===== config.mk =====
export PLATFORM = sky130hd
export DESIGN_NAME = fir_decimator
export DESIGN_NICKNAME = d
export VERILOG_FILES = /design/src/rtl/dsp_pkg.sv /design/src/rtl/dsp_sync_fifo.sv /design/src/rtl/fir_decimator.sv
export SDC_FILE = /design/constraint.sdc
export NUM_CORES = 1
export LEC_CHECK = 0
export CAP_MARGIN = 0
export CORE_MARGIN = 4
export CORE_UTILIZATION = 45
export CTS_CLUSTER_DIAMETER = 100
export DETAILED_ROUTE_END_ITERATION = 8
export DONT_BUFFER_PORTS = 1
export PLACE_DENSITY = 0.7
export SYNTH_ARGS = -nofsm -noshare
export SYNTH_HDL_FRONTEND = slang
export SYNTH_HIERARCHICAL = 1
export SYNTH_SLANG_ARGS = --single-unit

===== constraint.sdc =====
create_clock -name clk -period 3.1 [get_ports clk]
set_input_delay 0.465 -clock clk [delete_from_list [all_inputs] [get_ports clk]]
set_output_delay 0.465 -clock clk [all_outputs]
set_load 0.005 [all_outputs]

===== src/rtl/dsp_pkg.sv =====
// -----------------------------------------------------------------------------
// dsp_pkg
// Shared definitions for the DSP chain (FIR filter, decimator, later stages).
//
// Contents:
//   DATA_W         sample width used throughout the chain
//   sample_t       signed sample type
//   DECIM_DEFAULT  default decimation factor
//   acc_width()    width of a boxcar accumulator that cannot overflow
// -----------------------------------------------------------------------------
package dsp_pkg;

    localparam int DATA_W        = 16;
    localparam int DECIM_DEFAULT = 4;

    typedef logic signed [DATA_W-1:0] sample_t;

    // Summing 'count' samples of 'data_w' bits needs log2(count) guard bits.
    function automatic int acc_width(input int data_w, input int count);
        return data_w + $clog2(count);
    endfunction

endpackage


===== src/rtl/dsp_sync_fifo.sv =====
// -----------------------------------------------------------------------------
// dsp_sync_fifo
// Single-clock FIFO with registered storage, reused by several DSP stages.
// Full/empty come from an occupancy counter; pointers wrap modulo DEPTH.
// A push while full is accepted only if a pop happens in the same cycle.
// A pop while empty is ignored.
//
// Parameters:
//   DEPTH  number of entries (power of two, >= 2)
//   WIDTH  entry width
//
// Ports:
//   clk        in   system clock, rising edge
//   rst_n      in   asynchronous active-low reset, empties the FIFO
//   push       in   write push_data this cycle
//   push_data  in   WIDTH  data to write
//   pop        in   remove head entry this cycle
//   head       out  WIDTH  current head entry
//   full       out  level == DEPTH
//   empty      out  level == 0
//   level      out  $clog2(DEPTH)+1  current occupancy
// -----------------------------------------------------------------------------
module dsp_sync_fifo #(
    parameter int DEPTH = 4,
    parameter int WIDTH = 16
) (
    input  logic                     clk,
    input  logic                     rst_n,
    input  logic                     push,
    input  logic [WIDTH-1:0]         push_data,
    input  logic                     pop,
    output logic [WIDTH-1:0]         head,
    output logic                     full,
    output logic                     empty,
    output logic [$clog2(DEPTH):0]   level
);

    localparam int PTR_W = $clog2(DEPTH);
    localparam int LVL_W = PTR_W + 1;
    localparam logic [LVL_W-1:0] DEPTH_LVL = LVL_W'(DEPTH);

    logic [WIDTH-1:0] mem [DEPTH];
    logic [PTR_W-1:0] wr_ptr;
    logic [PTR_W-1:0] rd_ptr;
    logic             do_push;
    logic             do_pop;

    assign full    = (level == DEPTH_LVL);
    assign empty   = (level == '0);
    assign do_pop  = pop && !empty;
    // When full, the slot under wr_ptr is the head being popped, so it can
    // be overwritten in the same cycle.
    assign do_push = push && (!full || do_pop);
    assign head    = mem[rd_ptr];

    always_ff @(posedge clk or negedge rst_n) begin
        if (!rst_n) begin
            for (int i = 0; i < DEPTH; i++) begin
                mem[i] <= '0;
            end
            wr_ptr <= '0;
            rd_ptr <= '0;
            level  <= '0;
        end else begin
            if (do_push) begin
                mem[wr_ptr] <= push_data;
                wr_ptr      <= wr_ptr + PTR_W'(1);
            end
            if (do_pop) begin
                rd_ptr <= rd_ptr + PTR_W'(1);
            end
            case ({do_push, do_pop})
                2'b10:   level <= level + LVL_W'(1);
                2'b01:   level <= level - LVL_W'(1);
                default: level <= level;
            endcase
        end
    end

endmodule


===== src/rtl/fir_decimator.sv =====
// -----------------------------------------------------------------------------
// fir_decimator
// Boxcar accumulate-and-dump decimator following the 4-tap FIR. Every DECIM
// valid samples it emits their mean (arithmetic shift, rounds toward -inf)
// into an output FIFO with a valid/ready handshake. Results arriving while
// the FIFO is full and not being popped are dropped and flagged in ovf.
//
// Optional feature (macro FIR_DECIMATOR_DROP_CNT_EN):
//   adds drop_cnt, a saturating count of dropped results cleared by ovf_clr.
//
// Parameters:
//   DATA_W      sample width, must equal dsp_pkg::DATA_W
//   DECIM       decimation factor, power of two, 2..64
//   FIFO_DEPTH  output FIFO entries, power of two, >= 2
//
// Ports:
//   clk         in   system clock, rising edge
//   rst_n       in   asynchronous active-low reset
//   in_valid    in   in_data valid this cycle (no upstream backpressure)
//   in_data     in   DATA_W  signed filtered sample
//   out_valid   out  FIFO head holds a result
//   out_ready   in   consumer accepts head this cycle
//   out_data    out  DATA_W  signed decimated sample (FIFO head)
//   ovf         out  sticky: a result was dropped
//   ovf_clr     in   synchronous clear of ovf (and drop_cnt)
//   fifo_level  out  current FIFO occupancy
//   drop_cnt    out  16  dropped-result count (only with the macro)
// -----------------------------------------------------------------------------
module fir_decimator
    import dsp_pkg::*;
#(
    parameter int DATA_W     = dsp_pkg::DATA_W,
    parameter int DECIM      = DECIM_DEFAULT,
    parameter int FIFO_DEPTH = 4
) (
    input  logic                          clk,
    input  logic                          rst_n,
    input  logic                          in_valid,
    input  logic [DATA_W-1:0]             in_data,
    output logic                          out_valid,
    input  logic                          out_ready,
    output logic [DATA_W-1:0]             out_data,
    output logic                          ovf,
    input  logic                          ovf_clr,
`ifdef FIR_DECIMATOR_DROP_CNT_EN
    output logic [15:0]                   drop_cnt,
`endif
    output logic [$clog2(FIFO_DEPTH):0]   fifo_level
);

    localparam int SHIFT   = $clog2(DECIM);
    localparam int ACC_W   = acc_width(DATA_W, DECIM);
    localparam int PHASE_W = SHIFT;
    localparam logic [PHASE_W-1:0] LAST_PHASE = PHASE_W'(DECIM - 1);

    logic [PHASE_W-1:0]      phase;
    logic signed [ACC_W-1:0] acc;
    logic signed [ACC_W-1:0] in_ext;
    logic signed [ACC_W-1:0] sum;
    logic                    dump;
    logic                    fifo_full;
    logic                    fifo_empty;
    logic                    drop;

    assign in_ext = $signed({{SHIFT{in_data[DATA_W-1]}}, in_data});
    assign sum    = acc + in_ext;
    assign dump   = in_valid && (phase == LAST_PHASE);
    // Full with no pop this cycle means the fresh result has nowhere to go.
    assign drop   = dump && fifo_full && !out_ready;

    // Phase counter and accumulator; idle cycles simply hold state.
    always_ff @(posedge clk or negedge rst_n) begin
        if (!rst_n) begin
            phase <= '0;
            acc   <= '0;
        end else if (in_valid) begin
            if (dump) begin
                phase <= '0;
                acc   <= '0;
            end else begin
                phase <= phase + PHASE_W'(1);
                acc   <= sum;
            end
        end
    end

    // Sticky overflow flag; a new drop wins over a clear in the same cycle.
    always_ff @(posedge clk or negedge rst_n) begin
        if (!rst_n) begin
            ovf <= 1'b0;
        end else if (drop) begin
            ovf <= 1'b1;
        end else if (ovf_clr) begin
            ovf <= 1'b0;
        end
    end

`ifdef FIR_DECIMATOR_DROP_CNT_EN
    // Saturating drop counter; a drop coinciding with a clear restarts at 1.
    always_ff @(posedge clk or negedge rst_n) begin
        if (!rst_n) begin
            drop_cnt <= '0;
        end else if (ovf_clr) begin
            drop_cnt <= drop ? 16'd1 : 16'd0;
        end else if (drop && (drop_cnt != 16'hFFFF)) begin
            drop_cnt <= drop_cnt + 16'd1;
        end
    end
`endif

    // The upper DATA_W bits of the sum are the sum arithmetically shifted by
    // log2(DECIM), i.e. the mean rounded toward -inf.
    dsp_sync_fifo #(
        .DEPTH (FIFO_DEPTH),
        .WIDTH (DATA_W)
    ) u_fifo (
        .clk       (clk),
        .rst_n     (rst_n),
        .push      (dump),
        .push_data (sum[ACC_W-1:SHIFT]),
        .pop       (out_ready),
        .head      (out_data),
        .full      (fifo_full),
        .empty     (fifo_empty),
        .level     (fifo_level)
    );

    assign out_valid = !fifo_empty;

endmodule


**Word-level counts from Yosys, hierarchy flattened**

Index checks and enable logic that the tools add are counted.

- Add/subtract/negate cells: 6
- Order comparisons: 3
- Equal/unequal tests: 4
- Muxes and demuxes: 11
- Bitwise gates (word level): 2
- Reductions and logical operators: 13

Operator list:

| cell | count |
|---|---|
| $bwmux 64 | 1 |
| $mux 16 | 3 |
| $bmux 16 s2 | 1 |
| $demux 16 s2 | 1 |
| $add 18x16->18 | 1 |
| $mux 18 | 1 |
| $add 2x1->2 const B | 3 |
| $ge 3x3->1 const B | 2 |
| $logic_and 1x1->1 | 6 |
| $not 2->3 | 2 |
| $pmux 3 s2 | 1 |
| $eq 2x2->1 const B | 2 |
| $reduce_bool 2->1 | 2 |
| $add 3x1->3 const B | 1 |
| $eq 3x3->1 const B | 1 |
| $logic_not 1->1 | 3 |
| $logic_not 3->1 | 1 |
| $lt 3x1->1 const B | 1 |
| $sub 3x1->3 const B | 1 |
| $eq 2x1->1 const B | 1 |
| $mux 1 | 2 |
| $mux 2 | 1 |
| $logic_or 1x1->1 | 1 |

- Register bits: 92
- Input port bits: 21
- Output and inout bits: 21
- Logic and storage cells: 49

**Logic depth before layout (Yosys ltp)**

- Depth after elaboration: 7
- Depth in mapped cells: 10
- Mapped depth without buffers: 9

**Cells and area by module**

The synthesis kept the hierarchy.

By module, submodules not included:

| module | instances | cells each | area an instance (um^2) | seq. area each (um^2) |
|---|---|---|---|---|
| dsp_sync_fifo | 1 | 193 | 3193.1 | 1776.7 |
| fir_decimator | 1 | 190 | 1806.7 | 525.5 |

**Least setup slack after synthesis**

No wires, ideal clock.

- Path type: input to register
- Start point: in in_data[0]
- End point: reg u_fifo/mem[14] in the netlist's numbering
- Setup time: 0.125 ns
- Arrival: 2.565 ns
- Data required time: 2.975 ns
- Path slack: 0.410 ns
- Stages: 9
- Buffers on the path: 0
- Path through: ha_1 -> fa_1 -> a211oi_2 -> nor2_4 -> a221oi_4 -> o21bai_2 -> a31o_1 -> xor2_1 -> mux2_2

- Longest elaborated chain between the ends: 2

RTL lines:

| what | RTL line | source |
|---|---|---|
| start, declared | fir_decimator.sv:39 | `input logic [DATA_W-1:0] in_data,` |
| $add 18x16->18 | fir_decimator.sv:66 | `assign sum = acc + in_ext;` |
| via sum[16] | fir_decimator.sv:59 | `logic signed [ACC_W-1:0] sum;` |
| $bwmux 64 | dsp_sync_fifo.sv:66 | `mem[wr_ptr] <= push_data;` |
| end signal, assigned by index | dsp_sync_fifo.sv:66 |  |
| end, declared | dsp_sync_fifo.sv:42 | `logic [WIDTH-1:0] mem [DEPTH];` |

The timed path passes the listed nets, and every way through them passes these cells.
A chain may end at the register's enable or synchronous reset.

**Worst setup path after layout**

- Start point: reg acc[0]
- End point: reg u_fifo/mem[46] in the netlist's numbering

- Longest elaborated chain between the ends: 2

RTL lines:

| what | RTL line | source |
|---|---|---|
| start, declared | fir_decimator.sv:57 | `logic signed [ACC_W-1:0] acc;` |
| start signal, assigned | fir_decimator.sv:82 | `acc <= sum;` |
| $add 18x16->18 | fir_decimator.sv:66 |  |
| via sum[16] | fir_decimator.sv:59 |  |
| $bwmux 64 | dsp_sync_fifo.sv:66 |  |

The timed path passes the listed nets, and every way through them passes these cells.

==> results by group <==
Route
  – Post-DR wirelength/cell: 18.9 um
  – Via-to-Cell Ratio: 5.71
  – First drt pass iteration count: 4
  – DRT iter0 DRCs: ~120
  – Total wire length: 9980 um
  – DRC: 0
  – Final ANT Viol Nets: 0
  – Via count: 3019

Worst setup path
  – Worst setup startpoint: acc[0]$_DFFE_PN0P_
  – Worst Setup Start Kind: register
  – Worst Path Max Fanout: 5
  – Crit path DAT: 3.09 ns
  – RR Endpoint: u_fifo/mem[46]$_DFFE_PN0P_
  – Kind of critical path: reg2reg
  – Flop2flop setup slack: 0.31 ns
  – Critical path endpoint category: register
  – Worst Path Required: 3.40 ns
  – Reg-to-Reg Start: acc[0]$_DFFE_PN0P_
  – Depth of the worst register-to-register path: 9

Finish
  – Seq. cell area: 0.00230 mm2
  – Fill count: about 990
  – Multi-input gate area: around 0.0025 mm2
  – Antenna Cells: 0
  – Fin nets: 430
  – Layout area overhead: 5.76%
  – Final instance area: 0.00529 mm2
  – Share of cells above drive strength 1: between 30% and 40%

STA
  – Worst-Margin Slew: 0.915 ns
  – Setup Skew: 0.0125 ns
  – Fin crit share: 90.0%
  – Final worst setup slack: 0.309 ns
  – Setup TNS: 0 ns
  – RSZ-0062 raised after global routing: no
  – Fin. max-slew vios: 0
  – Peak Freq: 0.358 GHz
  – Final hold vios: 0
  – Final setup viols: 0
  – Max_slew headroom: 39.0%
  – WHS: 0.00656 ns
  – Final min period: between 2 and 3 ns

Floorplan
  – Core area: 0.0108 mm2
  – Row count: 38
  – Chip height: 113 um
  – Initial cell density of the core: 46.1%
  – Die footprint: 0.0129 mm2
  – Io pins: 42
  – Die X: 113 um

Synthesis
  – Unique masters post-synth: 54
  – Top_reg_cell synth: dfrtp_1
  – Post-Syn Instances: roughly 380
  – Most numerous cell in the Yosys netlist: dfrtp_1
  – Seq/Total Area, Yosys: 46.0%
  – Synth cell count leaders: dfrtp_1, mux2_2, ha_1
  – Top-area cell type share of the netlist area: 46.0%
  – Synth area leader: dfrtp_1
  – Synth Net Count: 429
  – Post-synth EDFFs: 0
  – Average cell area after synthesis: 13.1 um2
  – Yosys reg bits: around 90
  – Mapped cell area: 0.00500 mm2
  – Ys async rst share: 100%
  – Top area cells in the synthesized netlist: dfrtp_1, mux2_2, mux4_2, ha_1, xor2_1
  – YS warnings: 6

Global route
  – Antenna violations before repair: 0
  – Largest net degree at the start of global routing: 93
  – Number of global-route vias before repair: 3299
  – GR Util All Layers: 16.7%
  – Global-route wire length before repair: 16900 um
  – Total grt overflow: 0

Clock tree
  – H-tree lvl count: 3
  – TritonCTS clock tree: built
  – Post-cts repair resize count: 0
  – Clock sinks: 92
  – Clk buf depth: 2
  – Clock transition at the registers of the reported paths: 0.09 ns
  – Post-CTS setup buffers: 0
  – Clk Latency, worst-skew pair: around 0.36 ns
  – Root buffer cell: clkbuf_8
  – CTS buffer count: 9

Placement
  – Placed Area: a little over 0.005 mm2
  – Port-buffer cells: 0
  – Pre-CTS setup slack: 0.242 ns
  – Placer Congestion: 0.922
  – DP HPWL: 6870 um

Power
  – Leakage power: 2.33 nW
  – Power Density: 1050 mW/mm2
  – Worst VDD drop: 0.434 mV

Worst hold path
  – Min-delay worst type: in2async

Job
  – Maximum Capacitance Violations: 0

Status
  – Status: completed
-- where the power goes --
part           internal (W)  switching (W)  total [W]
sequential          0.00176       0.000375    0.00214
combinational       0.00132        0.00135    0.00267
clock              0.000297       0.000443   0.000741
total               0.00338        0.00217    0.00555
-- repair_timing --
item,in CTS,in global routing
hold endpoints to repair,92,0
hold buffers,1,0
endpoints found under the setup margin,0,0
-- final cells by class --
class	count	area share, %
inverters	14	0.994
multi-input cells	261	47.6
well taps	140	3.31
flip-flops and latches	92	43.5
clock buffers	10	2.41
repair buffers	6	1.23
clock inverters	6	0.923
-- registers in the layout, summed over array words and instances, names as in the netlist --
signal	count
acc	18
ovf	1
phase	2
u_fifo/level	3
u_fifo/mem	64
u_fifo/rd_ptr	2
u_fifo/wr_ptr	2
-- stage by stage --
stage          cells  utilization, %  total power, W
2_1_floorplan    383               -         0.00423
3_3_place_gp     512            46.9         0.00469
3_5_place_dp     512            46.9         0.00484
4_1_cts          529            48.8         0.00561
5_1_grt          529            48.8         0.00599
6_report         529            48.8         0.00555
-- logic make-up after synthesis --
logic type               after synthesis  synth area share (%)
multiplexers                          84                  22.5
AND/OR/NAND/NOR                       68                  7.83
buffers and inverters                 30                  3.63
AO/OA/AOI/OAI                         63                  9.78
flip-flops                            92                  46.0
adder cells (fa/ha/maj)               25                  6.56
XOR/XNOR                              21                  3.68
-- worst max-delay path by stage --
stage                                             to  slack (ns)  cells after the start
final                     u_fifo/mem[46]$_DFFE_PN0P_        0.31                      9
after global routing      u_fifo/mem[14]$_DFFE_PN0P_        0.18                      9
after CTS                 u_fifo/mem[14]$_DFFE_PN0P_        0.32                      9
after detailed placement  u_fifo/mem[46]$_DFFE_PN0P_        0.24                      9
after global placement    u_fifo/mem[30]$_DFFE_PN0P_        0.28                      9
after floorplan           u_fifo/mem[14]$_DFFE_PN0P_        0.41                      9
-- layout by cell type (no fill, tap or decap), types with 3 or more instances in the layout --
cell,n
dfrtp_1,92
mux2_2,66
ha_1,23
mux4_2,16
nand2_1,14
nor2b_1,14
inv_1,13
xor2_1,13
a31o_1,11
a21oi_1,9
a21o_1,9
clkbuf_8,9
nor2_1,8
xnor2_1,8
nand3_1,7
o21ai_0,6
o21ai_1,5
nor2_2,5
buf_4,5
a31o_2,4
a211oi_2,3
nand2b_1,3
nor3_1,3
clkinvlp_4,3
-- layer usage --
metal	vias up	wire (um)	part of all wire, %	GRT usage (%)
li1	1390	-	-	-
met4	0	142	1.4	4.89
met3	14	462	4.6	3.87
met2	54	4960	50	27.9
met1	1561	4420	44	21.8
met5	-	0	0	0
-- worst max-delay path, stage by stage, from the launching register on --
cell,delay [ns]
dfrtp_1,0.39
ha_1,0.21
fa_1,0.43
a211oi_2,0.31
nor2_4,0.09
a221oi_4,0.37
o21bai_2,0.14
a31o_1,0.24
xor2_1,0.33
mux2_2,0.23
(Power assumes the default switching activity.)
